==> config.mk <==
export PLATFORM = sky130hd
export DESIGN_NAME = cd_spi_csr_bridge
export DESIGN_NICKNAME = d
export VERILOG_FILES = /design/src/rtl/cd_spi_csr_bridge.sv
export SDC_FILE = /design/constraint.sdc
export NUM_CORES = 1
export LEC_CHECK = 0
export CORE_UTILIZATION = 56
export CTS_CLUSTER_DIAMETER = 100
export DETAILED_ROUTE_END_ITERATION = 8
export PLACE_DENSITY = 0.92
export SYNTH_ARGS = -nofsm -noshare
export SYNTH_HDL_FRONTEND = slang
export SYNTH_SLANG_ARGS = --single-unit
==> constraint.sdc <==
create_clock -name clk -period 3.3 [get_ports clk]
set_clock_uncertainty 0.15 [all_clocks]
set_input_delay 0.33 -clock clk [delete_from_list [all_inputs] [get_ports clk]]
set_output_delay 0.33 -clock clk [all_outputs]
set_load 0.1 [all_outputs]
==> src/rtl/cd_spi_csr_bridge.sv <==
// rtl/cd_spi_csr_bridge.sv - SPI mode-0 slave that initiates single-cycle CSR reads/writes
//
// Ports:
//   clk, reset_n          system clock (>= 6x sclk), asynchronous active-low reset
//   sclk, nss, mosi       raw SPI inputs from the board, synchronized internally
//   miso, miso_oe         SPI data to the master and its output enable
//   csr_address           5-bit CSR address, fixed per frame (or incrementing, see below)
//   csr_read, csr_readdata    one-clk read strobe; data sampled on the following clk
//   csr_write, csr_writedata  one-clk write strobe with its data
//   chip_select           high from header read-decode until nss deasserts
//
// Parameter SYNC_STAGES (>= 2): synchronizer depth on sclk, nss and mosi.
// Optional macro CD_SPI_AUTO_INC_EN: csr_address increments (wrapping 31->0)
// after every csr_read / csr_write strobe within a frame.

module cd_spi_csr_bridge #(
    parameter int SYNC_STAGES = 2
) (
    input  logic       clk,
    input  logic       reset_n,
    input  logic       sclk,
    input  logic       nss,
    input  logic       mosi,
    output logic       miso,
    output logic       miso_oe,
    output logic [4:0] csr_address,
    output logic       csr_read,
    input  logic [7:0] csr_readdata,
    output logic       csr_write,
    output logic [7:0] csr_writedata,
    output logic       chip_select
);

    typedef enum logic [1:0] {IDLE, HEADER, WRITE, READ} state_t;

    state_t                 state_q, state_d;
    logic [SYNC_STAGES-1:0] sclk_sync_q, sclk_sync_d;
    logic [SYNC_STAGES-1:0] nss_sync_q, nss_sync_d;
    logic [SYNC_STAGES-1:0] mosi_sync_q, mosi_sync_d;
    logic                   sclk_prev_q, sclk_prev_d;
    logic                   nss_prev_q, nss_prev_d;
    logic [2:0]             bit_cnt_q, bit_cnt_d;
    logic [6:0]             rx_shift_q, rx_shift_d;
    logic [7:0]             tx_shift_q, tx_shift_d;
    logic                   miso_q, miso_d;
    logic                   miso_oe_q, miso_oe_d;
    logic [4:0]             csr_address_q, csr_address_d;
    logic                   csr_read_q, csr_read_d;
    logic                   csr_write_q, csr_write_d;
    logic [7:0]             csr_writedata_q, csr_writedata_d;
    logic                   chip_select_q, chip_select_d;

    logic       sclk_s, nss_s, mosi_s;
    logic       sclk_rise, sclk_fall, nss_fall, nss_rise;
    logic [7:0] rx_byte;

    assign sclk_s    = sclk_sync_q[SYNC_STAGES-1];
    assign nss_s     = nss_sync_q[SYNC_STAGES-1];
    assign mosi_s    = mosi_sync_q[SYNC_STAGES-1];
    assign sclk_rise = sclk_s & ~sclk_prev_q;
    assign sclk_fall = ~sclk_s & sclk_prev_q;
    assign nss_fall  = ~nss_s & nss_prev_q;
    assign nss_rise  = nss_s & ~nss_prev_q;
    // Byte as it will stand once the current rising edge's bit is shifted in.
    assign rx_byte   = {rx_shift_q, mosi_s};

    always_comb begin
        sclk_sync_d     = {sclk_sync_q[SYNC_STAGES-2:0], sclk};
        nss_sync_d      = {nss_sync_q[SYNC_STAGES-2:0], nss};
        mosi_sync_d     = {mosi_sync_q[SYNC_STAGES-2:0], mosi};
        sclk_prev_d     = sclk_s;
        nss_prev_d      = nss_s;
        state_d         = state_q;
        bit_cnt_d       = bit_cnt_q;
        rx_shift_d      = rx_shift_q;
        tx_shift_d      = tx_shift_q;
        miso_d          = miso_q;
        miso_oe_d       = miso_oe_q;
        csr_address_d   = csr_address_q;
        csr_read_d      = 1'b0;
        csr_write_d     = 1'b0;
        csr_writedata_d = csr_writedata_q;
        chip_select_d   = chip_select_q;

`ifdef CD_SPI_AUTO_INC_EN
        if (csr_read_q || csr_write_q) begin
            csr_address_d = csr_address_q + 5'd1;
        end
`endif

        // Read data arrives the clk after the strobe; a read still in flight
        // when the frame aborts finds the FSM in IDLE and is discarded.
        if (csr_read_q && state_q == READ) begin
            tx_shift_d = csr_readdata;
        end

        case (state_q)
            IDLE: begin
                if (nss_fall) begin
                    state_d   = HEADER;
                    bit_cnt_d = 3'd0;
                    miso_oe_d = 1'b1;
                    miso_d    = 1'b0;
                end
            end
            default: begin
                if (nss_rise) begin
                    // Partial byte is simply abandoned: no strobe is produced.
                    state_d       = IDLE;
                    bit_cnt_d     = 3'd0;
                    miso_oe_d     = 1'b0;
                    miso_d        = 1'b0;
                    chip_select_d = 1'b0;
                end else begin
                    if (sclk_rise) begin
                        bit_cnt_d  = bit_cnt_q + 3'd1;
                        rx_shift_d = rx_byte[6:0];
                        if (bit_cnt_q == 3'd7) begin
                            case (state_q)
                                HEADER: begin
                                    csr_address_d = rx_byte[4:0];
                                    if (rx_byte[7]) begin
                                        state_d = WRITE;
                                    end else begin
                                        csr_read_d    = 1'b1;
                                        chip_select_d = 1'b1;
                                        state_d       = READ;
                                    end
                                end
                                WRITE: begin
                                    csr_write_d     = 1'b1;
                                    csr_writedata_d = rx_byte;
                                end
                                default: begin
                                    // Prefetch for the byte that follows.
                                    csr_read_d = 1'b1;
                                end
                            endcase
                        end
                    end
                    // The 8th fall of each byte presents the MSB of the freshly
                    // loaded read data; the next seven falls shift out the rest.
                    if (sclk_fall && state_q == READ) begin
                        miso_d     = tx_shift_q[7];
                        tx_shift_d = {tx_shift_q[6:0], 1'b0};
                    end
                end
            end
        endcase
    end

    always_ff @(posedge clk or negedge reset_n) begin
        if (!reset_n) begin
            // nss is held "low" in reset so a frame already in progress at
            // reset release never produces a falling edge; nss must be seen
            // high first.
            sclk_sync_q     <= '0;
            nss_sync_q      <= '0;
            mosi_sync_q     <= '0;
            sclk_prev_q     <= 1'b0;
            nss_prev_q      <= 1'b0;
            state_q         <= IDLE;
            bit_cnt_q       <= 3'd0;
            rx_shift_q      <= '0;
            tx_shift_q      <= '0;
            miso_q          <= 1'b0;
            miso_oe_q       <= 1'b0;
            csr_address_q   <= '0;
            csr_read_q      <= 1'b0;
            csr_write_q     <= 1'b0;
            csr_writedata_q <= '0;
            chip_select_q   <= 1'b0;
        end else begin
            sclk_sync_q     <= sclk_sync_d;
            nss_sync_q      <= nss_sync_d;
            mosi_sync_q     <= mosi_sync_d;
            sclk_prev_q     <= sclk_prev_d;
            nss_prev_q      <= nss_prev_d;
            state_q         <= state_d;
            bit_cnt_q       <= bit_cnt_d;
            rx_shift_q      <= rx_shift_d;
            tx_shift_q      <= tx_shift_d;
            miso_q          <= miso_d;
            miso_oe_q       <= miso_oe_d;
            csr_address_q   <= csr_address_d;
            csr_read_q      <= csr_read_d;
            csr_write_q     <= csr_write_d;
            csr_writedata_q <= csr_writedata_d;
            chip_select_q   <= chip_select_d;
        end
    end

    assign miso          = miso_q;
    assign miso_oe       = miso_oe_q;
    assign csr_address   = csr_address_q;
    assign csr_read      = csr_read_q;
    assign csr_write     = csr_write_q;
    assign csr_writedata = csr_writedata_q;
    assign chip_select   = chip_select_q;

endmodule
==> results of run 1 <==
## path summary, 6_finish.rpt
path	from	end	slack, ns	depth (start not counted)
max	csr_writedata[3]$_DFFE_PN0P_	csr_writedata[3]	0.91	1
min	nss_sync_q[0]$_DFF_PN0_	nss_sync_q[1]$_DFF_PN0_	0.21	0
max reg2reg	bit_cnt_q[0]$_DFFE_PN0P_	csr_writedata[0]$_DFFE_PN0P_	1.26	5
min reg2reg	nss_sync_q[0]$_DFF_PN0_	nss_sync_q[1]$_DFF_PN0_	0.21	0
max in group asynchronous	reset_n	nss_sync_q[1]$_DFF_PN0_	1.90	2
min in group asynchronous	reset_n	tx_shift_q[5]$_DFF_PN0_	0.49	2
## through the flow
step / hold slack, ns / setup WS (ns)
6_report: 0.211 / 0.915
5_1_grt: 0.226 / 0.850
4_1_cts: 0.213 / 0.898
3_5_place_dp: 0.185 / 1.28
3_3_place_gp: 0.182 / 1.33
2_1_floorplan: -0.116 / 1.31
## final cells by class
type	instances	area share, %
clock buffer	6	1.77
clock inverter	2	1.61
timing repair buffer	31	13.1
inverter	7	1.13
tap	44	2.36
sequential	46	49.4
multi-input combinational	83	30.6
## where the power goes
group          leakage (nW)  total (mW)  switching [mW]  internal (mW)
clock network        0.0385       0.335           0.175          0.160
registers             0.571       0.663          0.0495          0.614
logic                 0.464       0.128          0.0653         0.0623
total                  1.07        1.13           0.290          0.836
## synthesized netlist by cell type, drive strengths merged
cell / number / share of area, %
a211oi: 2 / 0.78
a21oi: 10 / 2.6
a2bb2oi: 1 / 0.46
a31oi: 1 / 0.33
a41oi: 1 / 0.46
buf: 2 / 0.98
clkbuf: 1 / 0.20
dfrtp: 46 / 60
ha: 3 / 2.0
inv: 7 / 1.4
mux2: 20 / 12
mux2i: 9 / 4.7
nand2: 1 / 0.20
nand2b: 4 / 1.7
nand3: 2 / 0.52
nand3b: 2 / 1.4
nand4: 1 / 0.33
nand4b: 1 / 0.46
nor2: 5 / 1.1
nor2b: 3 / 1.4
nor3: 8 / 2.4
nor4: 2 / 2.2
o21ai: 2 / 0.52
o31ai: 2 / 0.78
o32ai: 2 / 0.92
or2: 1 / 0.33
## sequential cells by signal, indices dropped and copies added, names as in the netlist
register       cells
bit_cnt_q          3
chip_select        1
csr_address        5
csr_read           1
csr_write          1
csr_writedata      8
miso               1
miso_oe            1
mosi_sync_q        2
nss_prev_q         1
nss_sync_q         2
rx_shift_q         7
sclk_prev_q        1
sclk_sync_q        2
state_q            2
tx_shift_q         8
## logic make-up after synthesis
| family | Yosys count | synth area share [%] |
|---|---|---|
| adder cells (fa/ha/maj) | 3 | 1.96 |
| AO/OA/AOI/OAI | 21 | 6.86 |
| buffers and inverters | 10 | 2.55 |
| flip-flops | 46 | 60.1 |
| multiplexers | 29 | 16.5 |
| AND/OR/NAND/NOR | 30 | 12.0 |
## timing repair
| action | in CTS | in global routing |
|---|---|---|
| endpoints found under the setup margin | 0 | 0 |
| hold buffers | 1 | 0 |
| endpoints found under the hold margin | 46 | 0 |
| buffers inserted | 0 | 0 |
## routing by layer
layer / wire [µm] / global-route usage, %
met1: 1520 / 28.8
met2: 1560 / 33.1
met3: 222 / 7.68
met4: 49 / 7.79
met5: 0 / 0
## worst reg2reg max path, cell delays in order, from the launching register on
cell and delay [ns]:
dfrtp_1 0.39, ha_1 0.20, ha_1 0.24, nand3b_4 0.09, nor4_4 0.46, mux2_2 0.41
==> reports/qor.txt, run 1 <==
critical setup path kind -> reg -> out
HPWL reported at the end of detailed placement -> 2380 µm
vias in the first global route -> 1174
Layout Nets -> 190
power after layout -> 1.13 mW
CP max stage cell -> clkdlybuf4s50_1
input/output buffers -> 30
Num CTS Buffers -> 5
final instance area -> 2330 µm²
first-pass GRT wire length -> 5490 µm
core area -> 3150 µm²
most common library cell in the layout ignoring fill and taps -> dfrtp_1
Worst setup SP type -> flop
largest net degree at the start of global routing -> 47
area of the multi-input gates -> 714 µm²
worst path required time -> 2.82 ns
Max-Cap Viols -> 0
ANT cells -> 0
RSZ-0062 raised after global routing -> false
post-synthesis area per instance -> 13.8 µm²
Initial Util -> 60.7%
Final Setup Violations -> 0
clock root buffer -> clkbuf_4
final setup TNS -> 0 ns
syn_nets -> 155
Worst Tran Pin Value -> 0.979 ns
die area -> 3660 µm²
Highest Clock Rate -> 419 MHz
post-layout util -> 73.9%
Area Growth Syn to Fin -> 21.8%
cell count after placement -> 210
Max clock buf depth -> 2
Crit Path Max Fanout -> 2
clk sinks -> 46
final wirelength -> 3350 µm
Leakage Power -> 1.07 nW
Final Non-Filler Cells -> 219
# fillers -> 220
DRT antenna net count -> 0
Mapped Area -> 1910 µm²
vias -> 1170
synth warn -> 0
max_slew headroom -> 34.5%
register area share after synthesis -> 60.1%
Pre-Repair DR Iteration Count -> 4
Ports -> 31
CP max stage delay -> 1.14 ns
storage element area -> 1150 µm²
Tot GR Track Use -> 21.6%
Post-Synthesis Cells -> 139
Max Transition Viols Final -> 0
share of layout cells above drive strength 1 -> 20.6%
DR iter-0 viols -> 52
Clock Latency Late Sink -> 0.37 ns
Hold Path Class -> reg -> reg
via-per-instance ratio -> 5.34
cell family with most CP delay -> buffers and inverters
Chip Height -> 60.5 µm
final hold violation count -> 0
Die Wd -> 60.5 µm
global route total overflow -> 0
crit path buf inv count -> 1
post-CTS sizing -> 0
Post-DP Area -> 2240 µm²
most frequent cells in the layout -> dfrtp_1 (46), clkdlybuf4s50_1 (29), mux2_2 (20), a21oi_1 (10), mux2i_1 (9)
Max VDD drop -> 0.000453 V
post-synthesis cell type count -> 32
FF+latch count, synth -> 46
CTS tree -> done
DRC -> 0
status -> finished, final reports clean
wire per inst -> 15.3 µm
critical path endpoint category -> output port
critical path arrival -> 1.91 ns
row cnt -> 20
power per standard cell area -> 483 nW/µm²
Tcrit/Tclk final -> 72.3%
gpl congestion -> 0.858
clock-pin slew on the worst setup and hold paths -> 0.13 ns
worst-path cell chain -> clkdlybuf4s50_1
Final min period -> 2.39 ns
H-tree depth -> 2
initial antenna violation count -> 0
(Power assumes the default switching activity.)
==> run 2: changes to the inputs <==
CORE_UTILIZATION = 47   (was 56)
PLACE_DENSITY = 0.83   (was 0.92)
clock period = 2.19 ns   (was 3.3 ns; I/O delays follow)
==> reports/qor.txt, run 2 (synthesis results as in run 1) <==
status -> finished, final reports clean
Layout Nets -> 195 (+2.6%)
Worst setup SP type -> flop
most frequent cells in the layout -> dfrtp_1 (46), buf_4 (23), mux2_2 (20), clkdlybuf4s50_1 (11), a21oi_1 (10)
CP max stage delay -> 0.39 ns (-0.75 ns)
CP max stage cell -> mux2_2
Pre-Repair DR Iteration Count -> 4 (unchanged)
postcts setup bufs -> 0 (unchanged)
vias in the first global route -> 1284 (+9.4%)
DR iter-0 viols -> 60 (+15%)
Final Setup Violations -> 0 (unchanged)
share of layout cells above drive strength 1 -> 32.8% (+12 points)
area of the multi-input gates -> 714 µm² (unchanged)
Hold Path Class -> reg -> reg
# fillers -> 280 (+27%)
Area Growth Syn to Fin -> 22.3%
Chip Height -> 65.8 µm (+8.9%)
Worst Tran Pin Value -> 0.629 ns (-0.350 ns)
Max-Cap Viols -> 0 (unchanged)
Max clock buf depth -> 2 (unchanged)
first-pass GRT wire length -> 5870 µm (+6.8%)
clock-pin slew on the worst setup and hold paths -> 0.08 ns (-0.05 ns)
Die Wd -> 65.8 µm (+8.9%)
Initial Util -> 50.8% (-10 points)
final setup TNS -> 0 ns (unchanged)
HPWL reported at the end of detailed placement -> 2490 µm (+4.7%)
core area -> 3770 µm² (+20%)
DRT antenna net count -> 0 (unchanged)
via-per-instance ratio -> 5.35 (about the same)
ANT cells -> 0 (unchanged)
Max Transition Viols Final -> 0 (unchanged)
critical setup path kind -> reg -> reg
Ports -> 31 (unchanged)
worst path required time -> 2.22 ns (-0.60 ns)
DRC -> 0 (unchanged)
Max VDD drop -> 0.000580 V (+28%)
gpl congestion -> 0.841 (-2.0%)
cell count after placement -> 219 (+4.3%)
critical path endpoint category -> flop
clk sinks -> 46 (unchanged)
power per standard cell area -> 728 nW/µm² (+51%)
Final min period -> 1.86 ns
Tcrit/Tclk final -> 85.0%
Final Non-Filler Cells -> 228 (+4.1%)
input/output buffers -> 30 (unchanged)
die area -> 4330 µm² (+18%)
final wirelength -> 3400 µm (+1.6%)
clock root buffer -> clkbuf_8
Crit Path Max Fanout -> 5 (+3)
storage element area -> 1150 µm² (unchanged)
initial antenna violation count -> 0 (unchanged)
Clock Latency Late Sink -> 0.29 ns (-0.08 ns)
most common library cell in the layout ignoring fill and taps -> dfrtp_1
max_slew headroom -> 58.0% (+24 points)
cell repeated most along the worst path -> ha_1
Num CTS Buffers -> 5 (unchanged)
cell family with most CP delay -> simple AND/OR/NAND/NOR gates
vias -> 1219 (+4.2%)
H-tree depth -> 2 (unchanged)
RSZ-0062 raised after global routing -> false
critical path arrival -> 1.89 ns (-0.02 ns)
Highest Clock Rate -> 537 MHz
Tot GR Track Use -> 18.4% (-3.2 points)
largest net degree at the start of global routing -> 31 (-34%)
global route total overflow -> 0 (unchanged)
crit path buf inv count -> 0 (-1)
worst-path cell chain -> ha_1 -> ha_1 -> nand3b_1 -> nor4_4 -> mux2_2
wire per inst -> 14.9 µm (-2.5%)
final hold violation count -> 0 (unchanged)
Leakage Power -> 1.14 nW (+6.6%)
CTS tree -> done
row cnt -> 22 (+10%)
==> run 2: cell types whose count changed in the layout (fill, tap and decap cells not counted), sizes merged <==
cell,change
buf,+23
clkdlybuf4s50,-18
bufinv,-1
clkbuf,+1
clkinv,+1
clkinvlp,-1
==> run 2: cell type report <==
type / count / share of cell area, %
Sequential cell: 46 / 49.2
Multi-Input combinational cell: 83 / 30.5
Timing Repair Buffer: 36 / 12.7
Clock buffer: 7 / 3.69
Tap cell: 48 / 2.57
Inverter: 7 / 1.12
Clock inverter: 1 / 0.214
==> run 2: routing by layer <==
| layer | wire length, µm | share of wire (%) | track usage [%] |
|---|---|---|---|
| met3 | 151 | 4.4 | 5.34 |
| met2 | 1770 | 52 | 33.3 |
| met4 | 37 | 1.1 | 6.52 |
| met5 | 0 | 0 | 0 |
| met1 | 1440 | 42 | 20.4 |
==> run 2: stage by stage <==
stage / area, µm² / power, mW / hold WS, ns / setup slack (ns) / utilization, %
after floorplan: 1910 / 1.12 / -0.227 / 0.195 / -
after global routing: 2340 / 1.79 / 0.203 / 0.232 / 62.1
after global placement: 2240 / 1.19 / 0.115 / 0.403 / 59.4
after detailed placement: 2240 / 1.20 / 0.121 / 0.312 / 59.4
final: 2340 / 1.71 / 0.199 / 0.329 / 62.1
after CTS: 2340 / 1.72 / 0.201 / 0.303 / 62.1
==> run 2: worst paths after layout <==
check                                                   to  cells past startpoint                startpoint  slack, ns
worst max-delay path            csr_address[2]$_DFFE_PN0P_                      5  bit_cnt_q[0]$_DFFE_PN0P_       0.33
worst min-delay path               nss_sync_q[1]$_DFF_PN0_                      0   nss_sync_q[0]$_DFF_PN0_       0.20
worst max register to register  csr_address[2]$_DFFE_PN0P_                      5  bit_cnt_q[0]$_DFFE_PN0P_       0.33
worst min register to register     nss_sync_q[1]$_DFF_PN0_                      0   nss_sync_q[0]$_DFF_PN0_       0.20
max in group asynchronous          nss_sync_q[0]$_DFF_PN0_                      3                   reset_n       0.99
min in group asynchronous          tx_shift_q[4]$_DFF_PN0_                      2                   reset_n       0.32
==> run 2: power by group <==
group,internal [mW],switching [mW]
sequential,0.925,0.0709
combinational,0.0957,0.0956
clock,0.255,0.263
total,1.28,0.430
==> run 2: timing repair <==
action / 4_1_cts / 5_1_grt
gates resized for setup: 0 / 0
hold buffers: 1 / 0
hold endpoints to repair: 28 / 0
endpoints found under the setup margin: 0 / 0
==> run 3: changes to the inputs <==
clock period = 1.6 ns   (was 2.19 ns; I/O delays follow)
==> reports/qor.txt, run 3 (synthesis results as in run 1) <==
status -> finished, violations left
violated checks -> setup timing
layer with the highest usage -> met2
clock power share -> 32.8% (+2.4 points)
worst path required time -> 1.63 ns (-0.59 ns)
net switching power -> 0.635 mW (+48%)
most common library cell in the layout ignoring fill and taps -> dfrtp_1
post-layout util -> 74.0% (+12 points)
clock-pin slew on the worst setup and hold paths -> 0.08 ns (about the same)
Final Setup Violations -> 20 (+20)
Leakage Power -> 1.28 nW (+11%)
gpl congestion -> 0.813 (-3.4%)
clock root buffer -> clkbuf_8
H-tree depth -> 2 (unchanged)
DRT antenna net count -> 0 (unchanged)
ANT cells -> 0 (unchanged)
critical path arrival -> 1.87 ns (-0.02 ns)
final setup TNS -> -3.45 ns (-3.45 ns)
M3 GR Usage -> 5.86% (+0.52 points)
CP max stage cell -> dfrtp_1
met1 Use GR -> 26.5% (+6.1 points)
Num CTS Buffers -> 5 (unchanged)
Highest Clock Rate -> 543 MHz (+1.1%)
met2 usage -> 36.0% (+2.7 points)
Crit Path Max Fanout -> 6 (+1)
DRC -> 0 (unchanged)
worst setup margin -> -0.240 ns (-0.570 ns)
Max Transition Viols Final -> 0 (unchanged)
input/output buffers -> 30 (unchanged)
initial antenna violation count -> 0 (unchanged)
HPWL reported at the end of detailed placement -> 2850 µm (+15%)
Initial Util -> 50.8% (unchanged)
sequential fraction of design power -> 54.7% (-3.7 points)
clk sinks -> 46 (unchanged)
CTS tree -> done
via-per-instance ratio -> 5.43 (+1.6%)
final wirelength -> 4050 µm (+19%)
final hold violation count -> 0 (unchanged)
Area Growth Syn to Fin -> 45.8%
die area -> 4330 µm² (unchanged)
Chip Height -> 65.8 µm (unchanged)
Worst setup SP type -> flop
Combinational Power Share -> 12.5% (+1.3 points)
Pre-Repair DR Iteration Count -> 4 (unchanged)
CP max stage delay -> 0.39 ns (about the same)
Hold Path Class -> in -> reg
critical path endpoint category -> flop
Final min period -> 1.84 ns (-0.0204 ns)
Switching Fraction -> 25.1% (-0.14 points)
Layout Nets -> 205 (+5.1%)
Clock Latency Late Sink -> 0.29 ns (about the same)
most frequent cells in the layout -> dfrtp_1 (43), buf_12 (19), buf_4 (12), mux2_2 (11), clkdlybuf4s50_1 (11)
vias in the first global route -> 1408 (+9.7%)
cell family with most CP delay -> flip-flops
largest net degree at the start of global routing -> 47 (+52%)
Max-Cap Viols -> 0 (unchanged)
row cnt -> 22 (unchanged)
Tcrit/Tclk final -> 115% (+30 points)
Max VDD drop -> 0.000694 V (+20%)
power per standard cell area -> 908 nW/µm² (+25%)
Worst Tran Pin Value -> 0.516 ns (-0.114 ns)
max_slew headroom -> 65.4% (+7.4 points)
global route total overflow -> 0 (unchanged)
share of layout cells above drive strength 1 -> 43.2% (+10 points)
Die Wd -> 65.8 µm (unchanged)
Cell Int Power -> 1.90 mW (+49%)
crit path buf inv count -> 1 (+1)
Max clock buf depth -> 2 (unchanged)
worst-path cell chain -> ha_2 -> ha_4 -> nand3b_4 -> nor4_4 -> buf_6 -> mux2_2
core area -> 3770 µm² (unchanged)
Ports -> 31 (unchanged)
DR iter-0 viols -> 57 (-5.0%)
wire per inst -> 17.0 µm (+14%)
first-pass GRT wire length -> 6750 µm (+15%)
critical setup path kind -> reg -> reg
DP Worst Slack -> -0.258 ns (-0.571 ns)
vias -> 1293 (+6.1%)
RSZ-0062 raised after global routing -> true
Tot GR Track Use -> 21.3% (+2.9 points)
Fin Hold WS -> 0.145 ns (-0.0542 ns)
-- run 3: changes by cell type in the layout (fill, tap and decap cells not counted), sizes merged --
| cell | previous run | this run |
|---|---|---|
| clkinv | 1 | 0 |
| buf | 24 | 34 |
| bufinv | 0 | 1 |
-- run 3: per-stage QoR --
stage          cells  power [mW]  area (µm²)
2_1_floorplan    139        1.54        1950
3_3_place_gp     227        1.67        2580
3_5_place_dp     227        1.70        2580
4_1_cts          237        2.54        2720
5_1_grt          238        2.64        2790
6_report         238        2.53        2790
-- run 3: path summary, 6_finish.rpt --
check                                    startpoint                      endpoint  slack, ns  cells after the start
max                        bit_cnt_q[0]$_DFFE_PN0P_  csr_writedata[4]$_DFFE_PN0P_      -0.24                      6
max reg2reg                bit_cnt_q[0]$_DFFE_PN0P_  csr_writedata[4]$_DFFE_PN0P_      -0.24                      6
max in group asynchronous                   reset_n        state_q[1]$_DFFE_PN0P_       0.86                      3
min in group asynchronous                   reset_n       tx_shift_q[7]$_DFF_PN0_       0.21                      3
min reg2reg                mosi_sync_q[0]$_DFF_PN0_      mosi_sync_q[1]$_DFF_PN0_       0.21                      0
min                                             nss       nss_sync_q[0]$_DFF_PN0_       0.14                      1
-- run 3: power by group through the flow --
| stage | Sequential, mW | Clock, mW | Combinational [mW] |
|---|---|---|---|
| 2_1_floorplan | 1.38 | 0 | 0.161 |
| 3_3_place_gp | 1.39 | 0 | 0.284 |
| 3_5_place_dp | 1.40 | 0 | 0.305 |
| 4_1_cts | 1.38 | 0.844 | 0.310 |
| 5_1_grt | 1.40 | 0.896 | 0.344 |
| 6_report | 1.39 | 0.831 | 0.316 |
-- run 3: cell type report --
cell class              count  area (µm²)
clock buffers               7        76.3
clock inverters             1        30.0
fillers                   224         981
inverters                   7        26.3
multi-input cells          83         825
flip-flops and latches     46        1150
well taps                  48        60.1
repair buffers             46         618
-- run 3: routing by layer --
layer / vias to the layer above / part of all wire (%)
met5: - / 0
met4: 0 / 1.4
met3: 6 / 4.7
met2: 37 / 52
met1: 649 / 42
li1: 601 / -
-- run 3: what timing repair did --
action,4_1_cts,5_1_grt
setup endpoints to repair,24,30
buffers inserted,1,1
pin swaps,0,2
endpoints found under the hold margin,46,0
resized for setup,6,14
hold buffers,1,0
==> RTL change, RTL diff (settings of run 2) <==
Add an input register stage for `nss`, `mosi` and `csr_readdata`, with the module's reset; this delays them by one clock.
--- a/src/rtl/cd_spi_csr_bridge.sv
+++ b/src/rtl/cd_spi_csr_bridge.sv
@@ -33,6 +33,22 @@
 
     typedef enum logic [1:0] {IDLE, HEADER, WRITE, READ} state_t;
 
+    logic nss_q;
+    logic mosi_q;
+    logic [7:0] csr_readdata_q;
+
+    always_ff @(posedge clk or negedge reset_n) begin
+        if (!reset_n) begin
+            nss_q          <= '0;
+            mosi_q         <= '0;
+            csr_readdata_q <= '0;
+        end else begin
+            nss_q          <= nss;
+            mosi_q         <= mosi;
+            csr_readdata_q <= csr_readdata;
+        end
+    end
+
     state_t                 state_q, state_d;
     logic [SYNC_STAGES-1:0] sclk_sync_q, sclk_sync_d;
     logic [SYNC_STAGES-1:0] nss_sync_q, nss_sync_d;
@@ -66,8 +82,8 @@
 
     always_comb begin
         sclk_sync_d     = {sclk_sync_q[SYNC_STAGES-2:0], sclk};
-        nss_sync_d      = {nss_sync_q[SYNC_STAGES-2:0], nss};
-        mosi_sync_d     = {mosi_sync_q[SYNC_STAGES-2:0], mosi};
+        nss_sync_d      = {nss_sync_q[SYNC_STAGES-2:0], nss_q};
+        mosi_sync_d     = {mosi_sync_q[SYNC_STAGES-2:0], mosi_q};
         sclk_prev_d     = sclk_s;
         nss_prev_d      = nss_s;
         state_d         = state_q;
@@ -91,7 +107,7 @@
         // Read data arrives the clk after the strobe; a read still in flight
         // when the frame aborts finds the FSM in IDLE and is discarded.
         if (csr_read_q && state_q == READ) begin
-            tx_shift_d = csr_readdata;
+            tx_shift_d = csr_readdata_q;
         end
 
         case (state_q)
Behaviour: not the same (Yosys sat finds a counterexample within 10 cycles, from zero or initial values and one cycle with reset_n low).
==> RTL change against run 2 <==
Die area rose by 11%; total power rose by 18%; routed wire length grew 11%; critical path type unchanged; sequential cell count grew 10; via count up 9.2%; critical path depth unchanged; synthesized area rose by 12%; non-clock buffer count is 1 lower; worst hold slack worse by 0.018 ns; fmax down 1.2%; first-iteration DRC count increased by 120%; design area rose by 9.5%; critical endpoint is now csr_writedata[7]; setup slack worse by 0.023 ns; largest power group unchanged.
==> RTL change: results (changes against run 2) <==
By area the synthesized netlist is led by sky130_fd_sc_hd__dfrtp_1 66%, sky130_fd_sc_hd__mux2_2 11%, sky130_fd_sc_hd__mux2i_1 4.2%. The share of final-layout standard cells stronger than drive strength 1 is 0.286 (-0.0421). The endpoint identified for the worst register-to-register timing path is csr_writedata[7]. The violation count after the first detailed-routing iteration was 131 (+120%).

The worst hold path belongs to the class in -> reg. The weighted congestion reported at the end of routability-driven placement came out at 0.838 (-0.42%). The cell type group with the largest total delay on the critical path is flip-flops.

The core region area is 0.00435 sq mm (+15%). The total placed instance area came out at 0.00246 sq mm (+10%). The length of routed met3 wiring is 232 microns (+54%).

The final wirelength is 3770 microns (+11%). By count the netlist is led by 56 x sky130_fd_sc_hd__dfrtp_1, 20 x sky130_fd_sc_hd__mux2_2, 12 x sky130_fd_sc_hd__a21oi_1, 9 x sky130_fd_sc_hd__mux2i_1, 8 x sky130_fd_sc_hd__nor3_1. The clock tree root buffer cell is sky130_fd_sc_hd__clkbuf_8. The final cell count without fillers came out at 241 (+5.7%). The clock-cell share of area is 0.0347 (-0.00435).

The count of different cell masters after synthesis is 28 (-13%). The fraction of standard cell area in multi-input logic came to 0.270 (-0.0357). The sequential area share after synthesis came to 0.656 (+0.0548). The minimum hold slack is 0.181 ns (-0.0177 ns). The largest individual stage delay along the critical path comes from the cell sky130_fd_sc_hd__dfrtp_1.

The clock edge transition at the registers on the reported setup and hold paths is 0.10 ns (+0.02 ns). The largest stage delay on the critical path came out at 0.44 ns (+0.05 ns). The number of fill cells is 342 (+22%). In this run the worst setup path terminates at csr_writedata[7]. The final-stage net count is 204 (+4.6%). The sink of the worst hold path is csr_readdata_q[0]. The via count of the routed design is 1331 (+9.2%). The clock period minus final worst setup slack came out at 1.88 ns (+0.0234 ns). The setup slack at placement came out at 0.323 ns (+0.0105 ns). The setup slack of the worst register-to-register path is 0.31 ns (-0.02 ns). The sequential cell area in the final layout is 0.00140 sq mm (+22%).

The non-clock buffer count in the final layout is 35 (-2.8%). The total routed wire length on the met1 layer is 1650 microns (+15%). The cell count after placement was 232 (+5.9%). In this run the worst setup path begins at nss_sync_q[1]. The flow ran to the end, and the final reports show no timing, DRC or antenna violations. The wire length of the first global-routing pass is 6620 microns (+13%). The worst hold path begins at csr_readdata[0]. The clock buffer instance count of the final layout is 6 (-1). The total global-route track usage is 0.180 (-0.00475). The largest voltage drop on the vdd net was 462 uV (-20%). The number of global-route vias before repair is 1396 (+8.7%). The met2 wirelength from detailed routing came out at 1820 microns (+2.5%). The maximum fanout encountered on the critical timing path came out at 14 (+9).
-- RTL change: changes by cell type after synthesis, sizes merged, moves of 2 or more --
cell / run 2 / this run
nor3b: 0 / 2
nor2: 5 / 3
dfrtp: 46 / 56
a21oi: 10 / 12
-- RTL change: layer usage --
layer	up-vias	global-route usage
met2	43	0.276
li1	616	-
met5	-	0
met4	0	0.0816
met3	7	0.0640
met1	665	0.229
-- RTL change: logic make-up (layout without fill, tap and decap cells) --
| group | Yosys count | count (layout) | share of synthesized area |
|---|---|---|---|
| AOI/OAI and AO/OA | 21 | 21 | 0.0592 |
| adders and majority gates | 3 | 3 | 0.0176 |
| buffers and inverters | 11 | 50 | 0.0205 |
| DFF | 56 | 56 | 0.656 |
| muxes | 29 | 29 | 0.148 |
| and+or+nand+nor | 30 | 30 | 0.0990 |
-- RTL change: power by group --
part           total, uW  switching, uW  internal, uW
registers           1200           78.7          1120
clock network        562            334           228
logic                247            143           104
